--- config.mk ---
export PLATFORM = sky130hd
export DESIGN_NAME = inertial_filter_flat
export DESIGN_NICKNAME = d
export VERILOG_FILES = /design/src/rtl/inertial_filter_if.sv /design/src/rtl/inertial_filter.sv /design/src/flat_wrapper.sv
export SDC_FILE = /design/constraint.sdc
export NUM_CORES = 1
export LEC_CHECK = 0
export CORE_MARGIN = 2
export CORE_UTILIZATION = 40
export DETAILED_ROUTE_END_ITERATION = 12
export MAX_ROUTING_LAYER = met4
export PLACE_DENSITY = 0.62
export SYNTH_ARGS = -nofsm -noshare
export SYNTH_HDL_FRONTEND = slang
export SYNTH_SLANG_ARGS = --single-unit
--- constraint.sdc ---
create_clock -name clk -period 2.2 [get_ports clk]
set_input_delay 0.22 -clock clk [delete_from_list [all_inputs] [get_ports clk]]
set_output_delay 0.22 -clock clk [all_outputs]
set_load 0.03 [all_outputs]
--- src/rtl/inertial_filter_if.sv ---
// Signal bundle between the inertial filter and its neighbours: raw input and
// counter clear in, filtered level, edge strobes, status and glitch count out.
interface inertial_filter_if #(
    parameter int CNT_W = 8
);
    logic             a;
    logic             clr_cnt;
    logic             y;
    logic             rise;
    logic             fall;
    logic             busy;
    logic [CNT_W-1:0] glitch_cnt;

    modport master (
        output a,
        output clr_cnt,
        input  y,
        input  rise,
        input  fall,
        input  busy,
        input  glitch_cnt
    );

    modport slave (
        input  a,
        input  clr_cnt,
        output y,
        output rise,
        output fall,
        output busy,
        output glitch_cnt
    );
endinterface

--- src/rtl/inertial_filter.sv ---
// Inertial-delay filter: synchronises a raw bit and forwards a transition only
// after it has held for STABLE_CYCLES+1 samples; shorter pulses are counted.
module inertial_filter #(
    parameter int STABLE_CYCLES = 4,
    parameter int CNT_W         = 8
) (
    input  logic              clk,
    input  logic              rst_n,
    inertial_filter_if.slave  bus
);
    localparam int RUN_W = $clog2(STABLE_CYCLES + 1);

    localparam logic [RUN_W-1:0] RUN_ZERO = {RUN_W{1'b0}};
    localparam logic [RUN_W-1:0] RUN_ONE  = RUN_W'(1);
    localparam logic [RUN_W-1:0] RUN_MAX  = RUN_W'(STABLE_CYCLES);
    localparam logic [CNT_W-1:0] CNT_ZERO = {CNT_W{1'b0}};
    localparam logic [CNT_W-1:0] CNT_ONE  = CNT_W'(1);
    localparam logic [CNT_W-1:0] CNT_MAX  = {CNT_W{1'b1}};

    typedef enum logic [0:0] {
        IDLE    = 1'b0,
        QUALIFY = 1'b1
    } state_e;

    state_e           state_q, state_d;
    logic [RUN_W-1:0] run_cnt_q, run_cnt_d;
    logic             s1_q, s2_q;
    logic             y_q, y_d;
    logic             rise_q, rise_d;
    logic             fall_q, fall_d;
    logic             busy_q, busy_d;
    logic [CNT_W-1:0] glitch_q, glitch_d;
    logic             a_s;
    logic             reject_s;

    assign a_s = s2_q;

    // Two-flop synchroniser for the asynchronous input.
    always_ff @(posedge clk or negedge rst_n) begin
        if (!rst_n) begin
            s1_q <= 1'b0;
            s2_q <= 1'b0;
        end else begin
            s1_q <= bus.a;
            s2_q <= s1_q;
        end
    end

    // FSM state register.
    always_ff @(posedge clk or negedge rst_n) begin
        if (!rst_n) begin
            state_q <= IDLE;
        end else begin
            state_q <= state_d;
        end
    end

    // Next-state, run counter, output level and edge strobes.
    always_comb begin
        state_d   = state_q;
        run_cnt_d = run_cnt_q;
        y_d       = y_q;
        rise_d    = 1'b0;
        fall_d    = 1'b0;
        reject_s  = 1'b0;
        case (state_q)
            IDLE: begin
                if (a_s != y_q) begin
                    state_d   = QUALIFY;
                    run_cnt_d = RUN_ONE;
                end else begin
                    run_cnt_d = RUN_ZERO;
                end
            end
            QUALIFY: begin
                // Returning to the current level before qualifying is a glitch.
                if (a_s == y_q) begin
                    reject_s  = 1'b1;
                    state_d   = IDLE;
                    run_cnt_d = RUN_ZERO;
                end else if (run_cnt_q == RUN_MAX) begin
                    y_d       = a_s;
                    rise_d    = a_s;
                    fall_d    = ~a_s;
                    state_d   = IDLE;
                    run_cnt_d = RUN_ZERO;
                end else begin
                    run_cnt_d = run_cnt_q + RUN_ONE;
                end
            end
            default: begin
                state_d   = IDLE;
                run_cnt_d = RUN_ZERO;
            end
        endcase
        busy_d = (state_d == QUALIFY);
    end

    // Saturating glitch counter; a clear takes priority over a rejection.
    always_comb begin
        glitch_d = glitch_q;
        if (bus.clr_cnt) begin
            glitch_d = CNT_ZERO;
        end else if (reject_s && (glitch_q != CNT_MAX)) begin
            glitch_d = glitch_q + CNT_ONE;
        end else begin
            glitch_d = glitch_q;
        end
    end

    // Datapath and output registers.
    always_ff @(posedge clk or negedge rst_n) begin
        if (!rst_n) begin
            run_cnt_q <= RUN_ZERO;
            y_q       <= 1'b0;
            rise_q    <= 1'b0;
            fall_q    <= 1'b0;
            busy_q    <= 1'b0;
            glitch_q  <= CNT_ZERO;
        end else begin
            run_cnt_q <= run_cnt_d;
            y_q       <= y_d;
            rise_q    <= rise_d;
            fall_q    <= fall_d;
            busy_q    <= busy_d;
            glitch_q  <= glitch_d;
        end
    end

    assign bus.y          = y_q;
    assign bus.rise       = rise_q;
    assign bus.fall       = fall_q;
    assign bus.busy       = busy_q;
    assign bus.glitch_cnt = glitch_q;

endmodule

--- src/flat_wrapper.sv ---
// flat-port wrapper written by rule: the top's interface ports become plain ports
module inertial_filter_flat 
#(
    parameter int STABLE_CYCLES = 4,
    parameter int CNT_W         = 8
)
  (clk, rst_n, bus_a, bus_clr_cnt, bus_y, bus_rise, bus_fall, bus_busy, bus_glitch_cnt);
  inertial_filter_if #(.CNT_W(CNT_W)) bus_i ();
  input  logic clk;
  input  logic rst_n;
  input wire logic [$bits(bus_i.a)-1:0] bus_a;
  input wire logic [$bits(bus_i.clr_cnt)-1:0] bus_clr_cnt;
  output wire logic [$bits(bus_i.y)-1:0] bus_y;
  output wire logic [$bits(bus_i.rise)-1:0] bus_rise;
  output wire logic [$bits(bus_i.fall)-1:0] bus_fall;
  output wire logic [$bits(bus_i.busy)-1:0] bus_busy;
  output wire logic [$bits(bus_i.glitch_cnt)-1:0] bus_glitch_cnt;
  assign bus_i.a = bus_a;
  assign bus_i.clr_cnt = bus_clr_cnt;
  assign bus_y = bus_i.y;
  assign bus_rise = bus_i.rise;
  assign bus_fall = bus_i.fall;
  assign bus_busy = bus_i.busy;
  assign bus_glitch_cnt = bus_i.glitch_cnt;
  inertial_filter #(.STABLE_CYCLES(STABLE_CYCLES), .CNT_W(CNT_W)) u_core (.clk(clk), .rst_n(rst_n), .bus(bus_i));
endmodule
==> results.tsv <==
stage	metric	value	unit
status	status	finished clean	
critical_path	CP cell instances	clkdlybuf4s50_1	
critical_path	slowest cell on the critical path	clkdlybuf4s50_1	
logic_synthesis	mapped cell area	768	µm²
grt	largest net degree at the start of global routing	18	
timing	RSZ-0062 raised after global routing	false	
layout	Final Instance Count excl. Fillers	108	
timing	Worst-Margin Slew	729	ps
logic_synthesis	synthesized area per cell	11.8	µm²
grt	gr usage total	14.2	%
routing	Vias	543	
critical_path	Crit path largest cell delay	720	ps
routing	Remaining DRCs	0	
layout	area grow syn2layout	25.7	%
critical_path	Worst Setup Start Kind	flop	
logic_synthesis	async set or reset register ratio after synthesis	100	%
logic_synthesis	Area contributors post-synth	dfrtp_1, xor2_1, ha_1, mux2i_1, and3_1	
die	Top-Level Pins	16	
placement	DP Area	940	µm²
layout	antenna cells	0	
logic_synthesis	Synth cell types	24	
cts	setup bufs post-CTS	0	
logic_synthesis	flops & latches, synth	17	
logic_synthesis	YS warnings	0	
placement	RePlAce Congestion	0.748	
critical_path	Critical Path Fanout Max	9	
grt	first-pass GRT wire length	2140	µm
die	die height	47.8	µm
routing	met3 wire len	46	µm
cts	H-Tree Depth	1	
critical_path	Setup CP Type	flop to output port	
grt	vias in the first global route	510	
logic_synthesis	share of the synthesized area in the top cell type	55.4	%
timing	count of final setup violators	0	
layout	# fillers	177	
cts	clk sinks	17	
die	Die X	47.8	µm
cts	CTS Buffer Depth	2	
grt	initial antenna violation count	0	
critical_path	Worst EP required	1980	ps
hold_path	Hold Crit Class	input port to async pin	
timing	Pins Over Slew Limit	0	
logic_synthesis	Post-synth EDFFs	0	
pwr	worst vdd ir	360	µV
cts	Worst-path clk slew	100	ps
routing	final wirelength	1340	µm
pwr	Power Dens Cells	703	mW/mm²
layout	Layout Nets	91	
timing	setup TNS	0	ps
layout	post-route design area	966	µm²
timing	fmax	582	MHz
pwr	static leakage	0.000421	µW
routing	vias per inst	5.03	
routing	highest routed metal layer	met4	
cts	hold buffers post-CTS	0	
logic_synthesis	Synth Net Count	72	
timing	Max-Slew Margin vs Limit	51.3	%
timing	period utilization	78.0	%
critical_path	crit path capture type	output port	
placement	I/O Buffers	15	
layout	layout cell share with drive strength beyond 1	8.43	%
routing	Initial DRT Pass Iterations	2	
layout	Seq. cell area	425	µm²
routing	wire per inst	12.4	µm
routing	M1 WL	664	µm
cts	TritonCTS clock tree	built	
pwr	total power	679	µW
logic_synthesis	sequential area share after synthesis	55.4	%
routing	Iter 0 DRT Violations	13	
logic_synthesis	most common cell in the synthesized netlist	dfrtp_1	
flow_run	max-cap violation count	0	
logic_synthesis	Top FF cell, synth	dfrtp_1	
routing	Detail Route Antenna Nets	0	
timing	Final Hold Viols	0	
timing	min Tclk post-route	1720	ps
layout	multi-input logic area	325	µm²
placement	placed cells	104	
logic_synthesis	Synth Instances	65	
critical_path	crit path buf inv count	1	
die	Initial Utilization	43.5	%
die	die area	0.00229	mm²
die	core area	0.00176	mm²
critical_path	Arrival @ worst endpoint	1500	ps
critical_path	CP delay by family, top	buffers and inverters	
layout	fin util	54.8	%
logic_synthesis	commonest cells in the netlist	dfrtp_1, nor2_1, xor2_1	
grt	GRT overflow	0	
cts	Clock Latency Late Sink	280	ps
cts	CTS buffer count	3	
routing	Met2 Wirelength	613	µm
placement	DP HPWL	927	µm
cts	post_cts resized	0	
logic_synthesis	Yosys top cell by area	dfrtp_1	
timing	clk_skew	12.9	ps
die	Rows	15	
cts	CTS root buffer	clkbuf_4	
layer usage:
metal	vias up	GRT usage (%)
met5	-	-
met4	0	7.57
met3	2	2.26
met2	8	20.8
met1	266	18.7
li1	267	-
worst paths after layout:
check | slack, ps | cells after the start | from | endpoint
worst min-delay path | 360 | 1 | rst_n | u_core.bus.glitch_cnt[6]$_DFFE_PN0P_
worst max register to register | 610 | 5 | u_core.bus.glitch_cnt[0]$_DFFE_PN0P_ | u_core.bus.glitch_cnt[7]$_DFFE_PN0P_
worst max-delay path | 480 | 1 | u_core.state_q$_DFF_PN0_ | bus_busy
max in group asynchronous | 1370 | 1 | rst_n | u_core.s1_q$_DFF_PN0_
worst min register to register | 360 | 0 | u_core.s1_q$_DFF_PN0_ | u_core.a_s$_DFF_PN0_
min in group clk | 360 | 0 | u_core.s1_q$_DFF_PN0_ | u_core.a_s$_DFF_PN0_
report_power, final:
part,internal (µW),switching [µW]
Sequential,339,34.1
Clock,70.2,90.1
Combinational,68.8,76.5
Total,478,201
placed cells by master, fill, tap and decap left out, types with 3 or more instances in the layout:
master / count
clkdlybuf4s50_1: 15
o21ai_0: 3
clkbuf_4: 3
a21oi_1: 3
xor2_1: 5
and3_1: 3
dfrtp_1: 17
nand4_1: 3
nor2_1: 5
or3_1: 3
ha_1: 3
state kept, by name, indices dropped and copies added, names as in the netlist:
signal and cells:
u_core.bus.glitch_cnt 8, u_core.run_cnt_q 3, u_core.a_s 1, u_core.bus.fall 1
u_core.bus.rise 1, u_core.bus.y 1, u_core.s1_q 1, u_core.state_q 1
cell type report:
type	count	area share, %
multi-input cells	45	33.7
inverters	2	0.777
well taps	25	3.24
flip-flops and latches	17	44.0
clock buffers	4	2.72
repair buffers	15	15.5
cells by family after synthesis:
logic type      count (synthesis)  share of synthesized area (%)
compound gates                 10                           8.96
xor+xnor                        6                           7.82
fa+ha+maj                       3                           4.89
buf+inv                         3                           2.28
flops                          17                           55.4
mux                             3                           4.07
simple gates                   23                           16.6
per-stage QoR:
stage,worst slack [ps],hold WS [ps]
finish,483,358
floorplan,586,-75.6
global placement,675,340
detailed placement,646,342
CTS,474,363
global route,406,367
No activity file was read; power rests on OpenSTA's default activity.
